**src/rtl/bcd_7seg_scan.sv**
```systemverilog
// Three-digit multiplexed 7-segment driver. BCD digits are double-buffered
// and committed at frame boundaries. Per-digit decode lives in bcd_7seg_lane.
module bcd_7seg_lane #(
    parameter int POS  = 0,
    parameter int NDIG = 3
) (
    input  logic [NDIG-1:0][3:0] d,
    input  logic                 lz,
    output logic [6:0]           seg,
    output logic                 on
);
    logic hz;

    always_comb begin
        hz = 1'b1;
        // this digit blanks only if it and every more-significant digit are zero
        for (int k = POS; k < NDIG; k++) hz &= (d[k] == 4'd0);
        on = !((POS != 0) && lz && hz);
        case (d[POS])
            4'd0:    seg = 7'b0111111;
            4'd1:    seg = 7'b0000110;
            4'd2:    seg = 7'b1011011;
            4'd3:    seg = 7'b1001111;
            4'd4:    seg = 7'b1100110;
            4'd5:    seg = 7'b1101101;
            4'd6:    seg = 7'b1111101;
            4'd7:    seg = 7'b0000111;
            4'd8:    seg = 7'b1111111;
            4'd9:    seg = 7'b1101111;
            default: seg = 7'b1000000;
        endcase
    end
endmodule

module bcd_7seg_scan #(
    parameter int REFRESH_DIV  = 50000,
    parameter int BLANK_CYCLES = 500,
    parameter int ACTIVE_LOW   = 1
) (
    input  logic       clk,
    input  logic       rst,
    input  logic       load,
    input  logic [3:0] bcd2,
    input  logic [3:0] bcd1,
    input  logic [3:0] bcd0,
    input  logic       blank_lz,
    output logic [6:0] seg,
    output logic [2:0] an,
    output logic       frame
);
    localparam int   NDIG = 3;
    localparam int   CW   = (REFRESH_DIV > 2) ? $clog2(REFRESH_DIV) : 1;
    localparam logic INV  = (ACTIVE_LOW != 0);

    typedef struct packed {
        logic                 lz;
        logic [NDIG-1:0][3:0] d;
    } dbuf_t;

    logic [CW-1:0]          cnt, cnt_n;
    logic [1:0]             idx, idx_n;
    dbuf_t                  disp, disp_n, pend;
    logic                   pend_flag, tick, commit;
    logic [NDIG-1:0][6:0]   lane_seg;
    logic [NDIG-1:0]        lane_on;
    logic [6:0]             seg_l;
    logic [NDIG-1:0]        an_l;

    assign tick   = (cnt == CW'(REFRESH_DIV - 1));
    assign commit = tick && (idx == 2'd2);

    always_comb begin
        cnt_n  = tick ? '0 : cnt + 1'b1;
        idx_n  = idx;
        if (tick) idx_n = (idx == 2'd2) ? 2'd0 : idx + 2'd1;
        disp_n = (commit && pend_flag) ? pend : disp;
    end

    genvar g;
    generate
        for (g = 0; g < NDIG; g++) begin : g_lane
            bcd_7seg_lane #(.POS(g), .NDIG(NDIG)) u_lane (
                .d   (disp_n.d),
                .lz  (disp_n.lz),
                .seg (lane_seg[g]),
                .on  (lane_on[g])
            );
        end
    endgenerate

    // decode next-state values so the registered pins track cnt/idx with no lag
    always_comb begin
        seg_l = '0;
        an_l  = '0;
        if (cnt_n >= CW'(BLANK_CYCLES)) begin
            for (int k = 0; k < NDIG; k++) begin
                if (idx_n == 2'(k)) begin
                    seg_l    = lane_seg[k];
                    an_l[k]  = lane_on[k];
                end
            end
        end
    end

    always_ff @(posedge clk or posedge rst) begin
        if (rst) begin
            cnt       <= '0;
            idx       <= '0;
            disp      <= '0;
            pend      <= '0;
            pend_flag <= 1'b0;
            frame     <= 1'b0;
            seg       <= {7{INV}};
            an        <= {NDIG{INV}};
        end else begin
            cnt   <= cnt_n;
            idx   <= idx_n;
            disp  <= disp_n;
            frame <= commit;
            seg   <= seg_l ^ {7{INV}};
            an    <= an_l ^ {NDIG{INV}};
            if (load) begin
                pend      <= '{lz: blank_lz, d: {bcd2, bcd1, bcd0}};
                pend_flag <= 1'b1;
            end else if (commit) begin
                pend_flag <= 1'b0;
            end
        end
    end
endmodule

```
**config.mk**
```make
export PLATFORM = sky130hd
export DESIGN_NAME = bcd_7seg_scan
export DESIGN_NICKNAME = d
export VERILOG_FILES = /design/src/rtl/bcd_7seg_scan.sv
export SDC_FILE = /design/constraint.sdc
export NUM_CORES = 1
export LEC_CHECK = 0
export ABC_CLOCK_PERIOD_IN_PS = 2670
export CAP_MARGIN = 10
export CORE_ASPECT_RATIO = 1.25
export CORE_UTILIZATION = 39
export DETAILED_ROUTE_END_ITERATION = 10
export PLACE_DENSITY = 0.64
export SETUP_SLACK_MARGIN = 0.05
export SLEW_MARGIN = 20
export SYNTH_ARGS = -nofsm -noshare
export SYNTH_HDL_FRONTEND = slang
export SYNTH_SLANG_ARGS = --single-unit
```
**constraint.sdc**
```tcl
create_clock -name clk -period 2.67 [get_ports clk]
set_input_delay 0.4005 -clock clk [delete_from_list [all_inputs] [get_ports clk]]
set_output_delay 0.4005 -clock clk [all_outputs]
set_load 0.02 [all_outputs]
```
==> impl_metrics.env, run 1 <==
export IMPL_synth_fp_nets=385
export IMPL_worstReg2RegEnd="seg[4]$_DFF_PP1_"
export IMPL_start_kind="flop"
export IMPL_path_class="flop to flop"
export IMPL_reg2regPathDepth=8
export IMPL_dieArea_mm2=0.00907
export IMPL_crit_arrival_ps=2810
export IMPL_synth_largest_area_cell="dfrtp_1"
export IMPL_power_total_mw=1.47
export IMPL_power_density_mw_per_mm2=359
export IMPL_finalWorstSetupSlack_ps=136
export IMPL_core_area_mm2=0.00833
export IMPL_die_y_um=106
export IMPL_dr_first_iter_drc_count=213
export IMPL_synthArstFlopShare_pct=100
export IMPL_grt_use_total_pct=20.0
export IMPL_fmax_mhz=395
export IMPL_critPathMaxFanout=7
export IMPL_core_rowCount=37
export IMPL_ys_warn_count=0
export IMPL_clk_pin_slew_ps=110
export IMPL_syn_to_final_growth_pct=20.7
export IMPL_synth_edf_count=0
export IMPL_cp_required_ps=2950
export IMPL_gr_total_overflow=0
export IMPL_port_buffers=26
export IMPL_initial_core_util_pct=40.7
export IMPL_synth_seq_cells=56
export IMPL_maxSlewViolCount=0
export IMPL_period_share_pct=94.9
export IMPL_via_per_inst=5.78
export IMPL_crit_path_end_kind="flop"
export IMPL_ys_types=68
export IMPL_antennaDiodeCount=0
export IMPL_pre_cts_ws_ps=45.0
export IMPL_grt_pass1_wl_um=14100
export IMPL_ant_nets=0
export IMPL_clock_sinks=56
export IMPL_antenna_found_initial=0
export IMPL_fin_tns_setup_ps=0
export IMPL_drive_above_1_share_pct=24.3
export IMPL_rsz0062_at_grt="yes"
export IMPL_worst_pin_slew_ps=646
export IMPL_synth_top_area_share_pct=34.0
export IMPL_wl_per_cell_um=16.9
export IMPL_final_setup_skew_ps=11.5
export IMPL_clock_latency_ps=330
export IMPL_cts_root_buffer_cell="clkbuf_8"
export IMPL_cap_violations=0
export IMPL_netlist_area_mm2=0.00339
export IMPL_post_route_util_pct=49.1
export IMPL_avgSynthCellArea_um2=9.49
export IMPL_numCtsBuffers=5
export IMPL_synth_ff_type="dfrtp_1"
export IMPL_drc=0
export IMPL_fin_nets=430
export IMPL_grt_max_degree=31
export IMPL_setup_viol_count_final=0
export IMPL_htree_levels=2
export IMPL_dp_hpwl_um=6150
export IMPL_hold_path_class="primary input to async pin"
export IMPL_ioPinCount=27
export IMPL_place_congestion=0.864
export IMPL_worstReg2RegStart="cnt[5]$_DFF_PP0_"
export IMPL_outcome="finished clean"
export IMPL_grt_pass1_vias=2898
export IMPL_vias=2891
export IMPL_synth_cells=357
export IMPL_slew_headroom_pct=56.8
export IMPL_synth_area_leaders="dfrtp_1 34%, dfstp_2 7.8%, ha_1 4.4%"
export IMPL_postCtsHoldBufs=0
export IMPL_firstDrtPassIters=4
export IMPL_cts_buffer_depth=2
export IMPL_yosysSeqAreaShare_pct=41.7
export IMPL_ir_drop_uv=263
export IMPL_layout_min_cycle_time_ps=2530
export IMPL_drt_wl_total_um=8430
export IMPL_leakage_nw=1.79
export IMPL_die_x_um=85.4
export IMPL_hold_viol_final=0
export IMPL_cts_tree="yes"
export IMPL_rrSetupSlack_ps=140
export IMPL_n_fill_cell=784
==> flip-flops by register name, indices dropped and copies added, names as in the netlist <==
| register | flops |
|---|---|
| pend_flag | 1 |
| frame | 1 |
| cnt | 16 |
| seg | 7 |
| an | 3 |
| idx | 2 |
| pend | 13 |
| disp | 13 |
==> area by class of cell <==
type | instances | area (um^2) | area share (%)
Sequential cell | 56 | 1420 | 34.7
Clock buffer | 6 | 72.6 | 1.77
Clock inverter | 2 | 16.3 | 0.398
Tap cell | 97 | 121 | 2.97
Multi-Input combinational cell | 264 | 1880 | 46.0
Timing Repair Buffer | 53 | 495 | 12.1
Inverter | 22 | 82.6 | 2.02
==> cell families (layout without fill, tap and decap cells) <==
logic type | after synthesis | in the layout | synth area share (%)
flip-flops | 56 | 56 | 41.7
buffers and inverters | 38 | 83 | 5.65
multiplexers | 19 | 19 | 6.17
AND/OR/NAND/NOR | 139 | 140 | 22.0
XOR/XNOR | 14 | 14 | 3.62
adder cells (fa/ha/maj) | 12 | 12 | 4.43
AO/OA/AOI/OAI | 79 | 79 | 16.4
==> what timing repair did <==
action / CTS / global route
pin swaps: 0 / 8
setup buffers: 1 / 6
setup endpoints to repair: 3 / 9
resized for setup: 2 / 25
cloned: 0 / 1
==> cells in the final DEF (no fill, tap or decap), drive strengths merged, types with 6 or more instances in the layout <==
cell / instances
dfrtp: 46
nand2: 37
buf: 27
clkdlybuf4s50: 26
nor2: 26
inv: 22
a21oi: 20
nand3: 17
nor3: 15
o21ai: 14
mux2: 12
ha: 12
dfstp: 10
xor2: 9
a31oi: 7
nand4: 7
mux2i: 7
clkbuf: 6
==> through the flow <==
step,area (um^2),instances,hold WS (ps)
final,4090,500,447
after global routing,4090,500,508
after CTS,3940,493,475
after detailed placement,3840,484,505
after global placement,3840,484,490
after floorplan,3390,357,451
==> synth_stat cells, types with 5 or more instances <==
master,instances
dfrtp_1,46
nand2_1,35
nor2_1,25
inv_1,20
a21oi_1,17
nand3_1,17
nor3_1,15
o21ai_0,13
ha_1,12
mux2_2,11
dfstp_2,10
xor2_1,9
a31oi_1,7
mux2i_1,7
nand4_1,6
or3_1,5
xnor2_1,5
==> worst max-delay path, cell delays in order (launching register included) <==
cell      delay, ps
dfrtp_1         450
and4bb_2        380
and4_4          280
nand2_8         110
buf_6           160
mux2_4          330
a211o_1         290
a221oi_2        290
a21o_1          170
==> power by group <==
group	total [mW]	internal, mW	leakage, nW	switching (mW)
combinational	0.0831	0.0440	1.05	0.0391
sequential	0.891	0.868	0.695	0.0236
clock	0.495	0.188	0.0414	0.308
total	1.47	1.10	1.79	0.370
==> per-layer routing <==
| metal | wire, um | vias up | global-route usage (%) | share of wire (%) |
|---|---|---|---|---|
| li1 | - | 1373 | - | - |
| met1 | 3540 | 1409 | 23.5 | 42 |
| met2 | 4220 | 83 | 34.6 | 50 |
| met3 | 354 | 26 | 4.11 | 4.2 |
| met4 | 317 | 0 | 9.88 | 3.8 |
| met5 | 0 | - | 0 | 0 |
==> worst max path at each step <==
stage / end / start / slack [ps]
finish: seg[4]$_DFF_PP1_ / cnt[5]$_DFF_PP0_ / 140
floorplan: seg[6]$_DFF_PP1_ / cnt[0]$_DFF_PP0_ / 20
CTS: seg[4]$_DFF_PP1_ / cnt[0]$_DFF_PP0_ / 60
global placement: seg[4]$_DFF_PP1_ / cnt[0]$_DFF_PP0_ / 120
detailed placement: seg[6]$_DFF_PP1_ / cnt[0]$_DFF_PP0_ / 50
global route: seg[4]$_DFF_PP1_ / cnt[11]$_DFF_PP0_ / 30
Power figures use the tool's default switching activity.
==> run 2, diff against run 1 <==
- CORE_UTILIZATION: 39 -> 50
- PLACE_DENSITY: 0.64 -> 0.78
==> run 2 against run 1 <==
Clock skew rose by 2.8 ps. Clock power rose by 11%. Routed wire length fell by 5.0%. Clock-buffer cell count did not move. Fmax rose by 1.5%. Register-to-register slack improved by 40 ps. First-iteration DRC count rose by 0.47%. Largest cell class unchanged. Cell count fell by 2.6%. Combinational power fell by 2%. Setup slack improved by 38 ps. Worst hold slack got worse by 11 ps. Largest power group unchanged.
==> impl_metrics.env, run 2 (synthesis gave the netlist of run 1 again) <==
export IMPL_drt_wl_total_um=8010
export IMPL_maxSlewViolCount=0
export IMPL_cts_tree="yes"
export IMPL_die_x_um=75.6
export IMPL_via_per_inst=5.92
export IMPL_die_y_um=94.0
export IMPL_final_cell_mix="44 x dfrtp_1, 35 x nand2_1, 26 x clkdlybuf4s50_1, 25 x nor2_1, 22 x buf_4"
export IMPL_drive_above_1_share_pct=20.8
export IMPL_vias=2881
export IMPL_final_setup_skew_ps=14.3
export IMPL_grt_use_total_pct=24.2
export IMPL_dieArea_mm2=0.00711
export IMPL_start_kind="flop"
export IMPL_ant_nets=0
export IMPL_syn_to_final_growth_pct=19.3
export IMPL_cap_violations=0
export IMPL_critPathTopFamily="simple AND/OR/NAND/NOR gates"
export IMPL_core_area_mm2=0.00657
export IMPL_worst_pin_slew_ps=649
export IMPL_place_congestion=0.938
export IMPL_post_route_cell_area_mm2=0.00404
export IMPL_cts_root_buffer_cell="clkbuf_8"
export IMPL_initial_core_util_pct=51.6
export IMPL_cts_buffer_depth=2
export IMPL_finalWorstSetupSlack_ps=174
export IMPL_antennaDiodeCount=0
export IMPL_post_route_util_pct=61.6
export IMPL_setup_viol_count_final=0
export IMPL_pre_cts_ws_ps=42.3
export IMPL_largest_reg_flops=16
export IMPL_port_buffers=26
export IMPL_grt_pass1_wl_um=12900
export IMPL_fin_tns_setup_ps=0
export IMPL_whs_ps=436
export IMPL_hold_viol_final=0
export IMPL_dr_first_iter_drc_count=214
export IMPL_core_rowCount=33
export IMPL_place_area_mm2=0.00383
export IMPL_drc=0
export IMPL_top_regs="cnt x16, disp x13, pend x13"
export IMPL_fin_nets=427
export IMPL_power_density_mw_per_mm2=377
export IMPL_clock_latency_ps=320
export IMPL_ioPinCount=27
export IMPL_largest_register="cnt"
export IMPL_grt_pass1_vias=2744
export IMPL_wl_per_cell_um=16.4
export IMPL_dp_hpwl_um=5980
export IMPL_firstDrtPassIters=4
export IMPL_crit_slowest_cell="dfrtp_1"
export IMPL_numCtsBuffers=5
export IMPL_outcome="finished clean"
export IMPL_power_total_mw=1.52
export IMPL_grt_max_degree=33
export IMPL_ir_drop_uv=259
export IMPL_rsz0062_at_grt="no"
export IMPL_crit_path_end_kind="flop"
export IMPL_path_buf_inv=1
export IMPL_slew_headroom_pct=56.6
export IMPL_fmax_mhz=401
export IMPL_cp_required_ps=2890
export IMPL_path_class="flop to flop"
export IMPL_htree_levels=2
export IMPL_leakage_nw=1.78
export IMPL_gr_total_overflow=0
export IMPL_clk_pin_slew_ps=110
export IMPL_slowest_delay_ps=450
export IMPL_period_share_pct=93.5
export IMPL_clock_sinks=56
export IMPL_layout_min_cycle_time_ps=2500
export IMPL_postCtsHoldBufs=0
export IMPL_path_cells="nor4_4 > and4_4 > nand2_8 > nor2_1 > a21oi_2 > ha_1 > inv_1 > o211ai_1 > o311a_1 > o31ai_1 > o221ai_1"
export IMPL_layout_commonest_cell="dfrtp_1"
export IMPL_instances_no_fill=487
export IMPL_crit_arrival_ps=2720
export IMPL_dp_cells=475
export IMPL_critPathMaxFanout=16
export IMPL_antenna_found_initial=0
export IMPL_hold_path_class="primary input to async pin"
==> run 2: what timing repair did <==
action,4_1_cts,5_1_grt
setup endpoints to repair,1,9
pin swaps,0,2
gates resized for setup,1,12
setup buffers,0,4
==> run 2: per-layer routing <==
layer	GRT usage [%]	wire length, um	up-vias
met3	3.86	477	13
met1	30.6	3270	1405
met5	0	0	-
met2	41.2	4110	96
li1	-	-	1367
met4	8.49	153	0
==> run 2: path summary, 6_finish.rpt <==
check	from	cells after the start	slack, ps	to
setup / recovery	cnt[13]$_DFF_PP0_	11	170	seg[2]$_DFF_PP1_
hold / removal	rst	2	440	cnt[3]$_DFF_PP0_
setup reg to reg	cnt[13]$_DFF_PP0_	11	170	seg[2]$_DFF_PP1_
hold reg to reg	pend[12]$_DFFE_PP0P_	1	520	pend[12]$_DFFE_PP0P_
max in group asynchronous	rst	3	1580	seg[4]$_DFF_PP1_
min in group clk	pend[12]$_DFFE_PP0P_	1	520	pend[12]$_DFFE_PP0P_
==> run 2: power breakdown <==
part	switching [mW]	internal (mW)	total (mW)
sequential	0.0243	0.867	0.892
clock	0.271	0.279	0.550
combinational	0.0373	0.0440	0.0813
total	0.333	1.19	1.52
==> run 2: cell type report <==
class / instances / area [um^2]
Timing Repair Buffer: 51 / 477
Sequential cell: 56 / 1420
Fill cell: 564 / 2520
Multi-Input combinational cell: 263 / 1850
Tap cell: 87 / 109
Clock inverter: 2 / 35.0
Clock buffer: 6 / 72.6
Inverter: 22 / 82.6
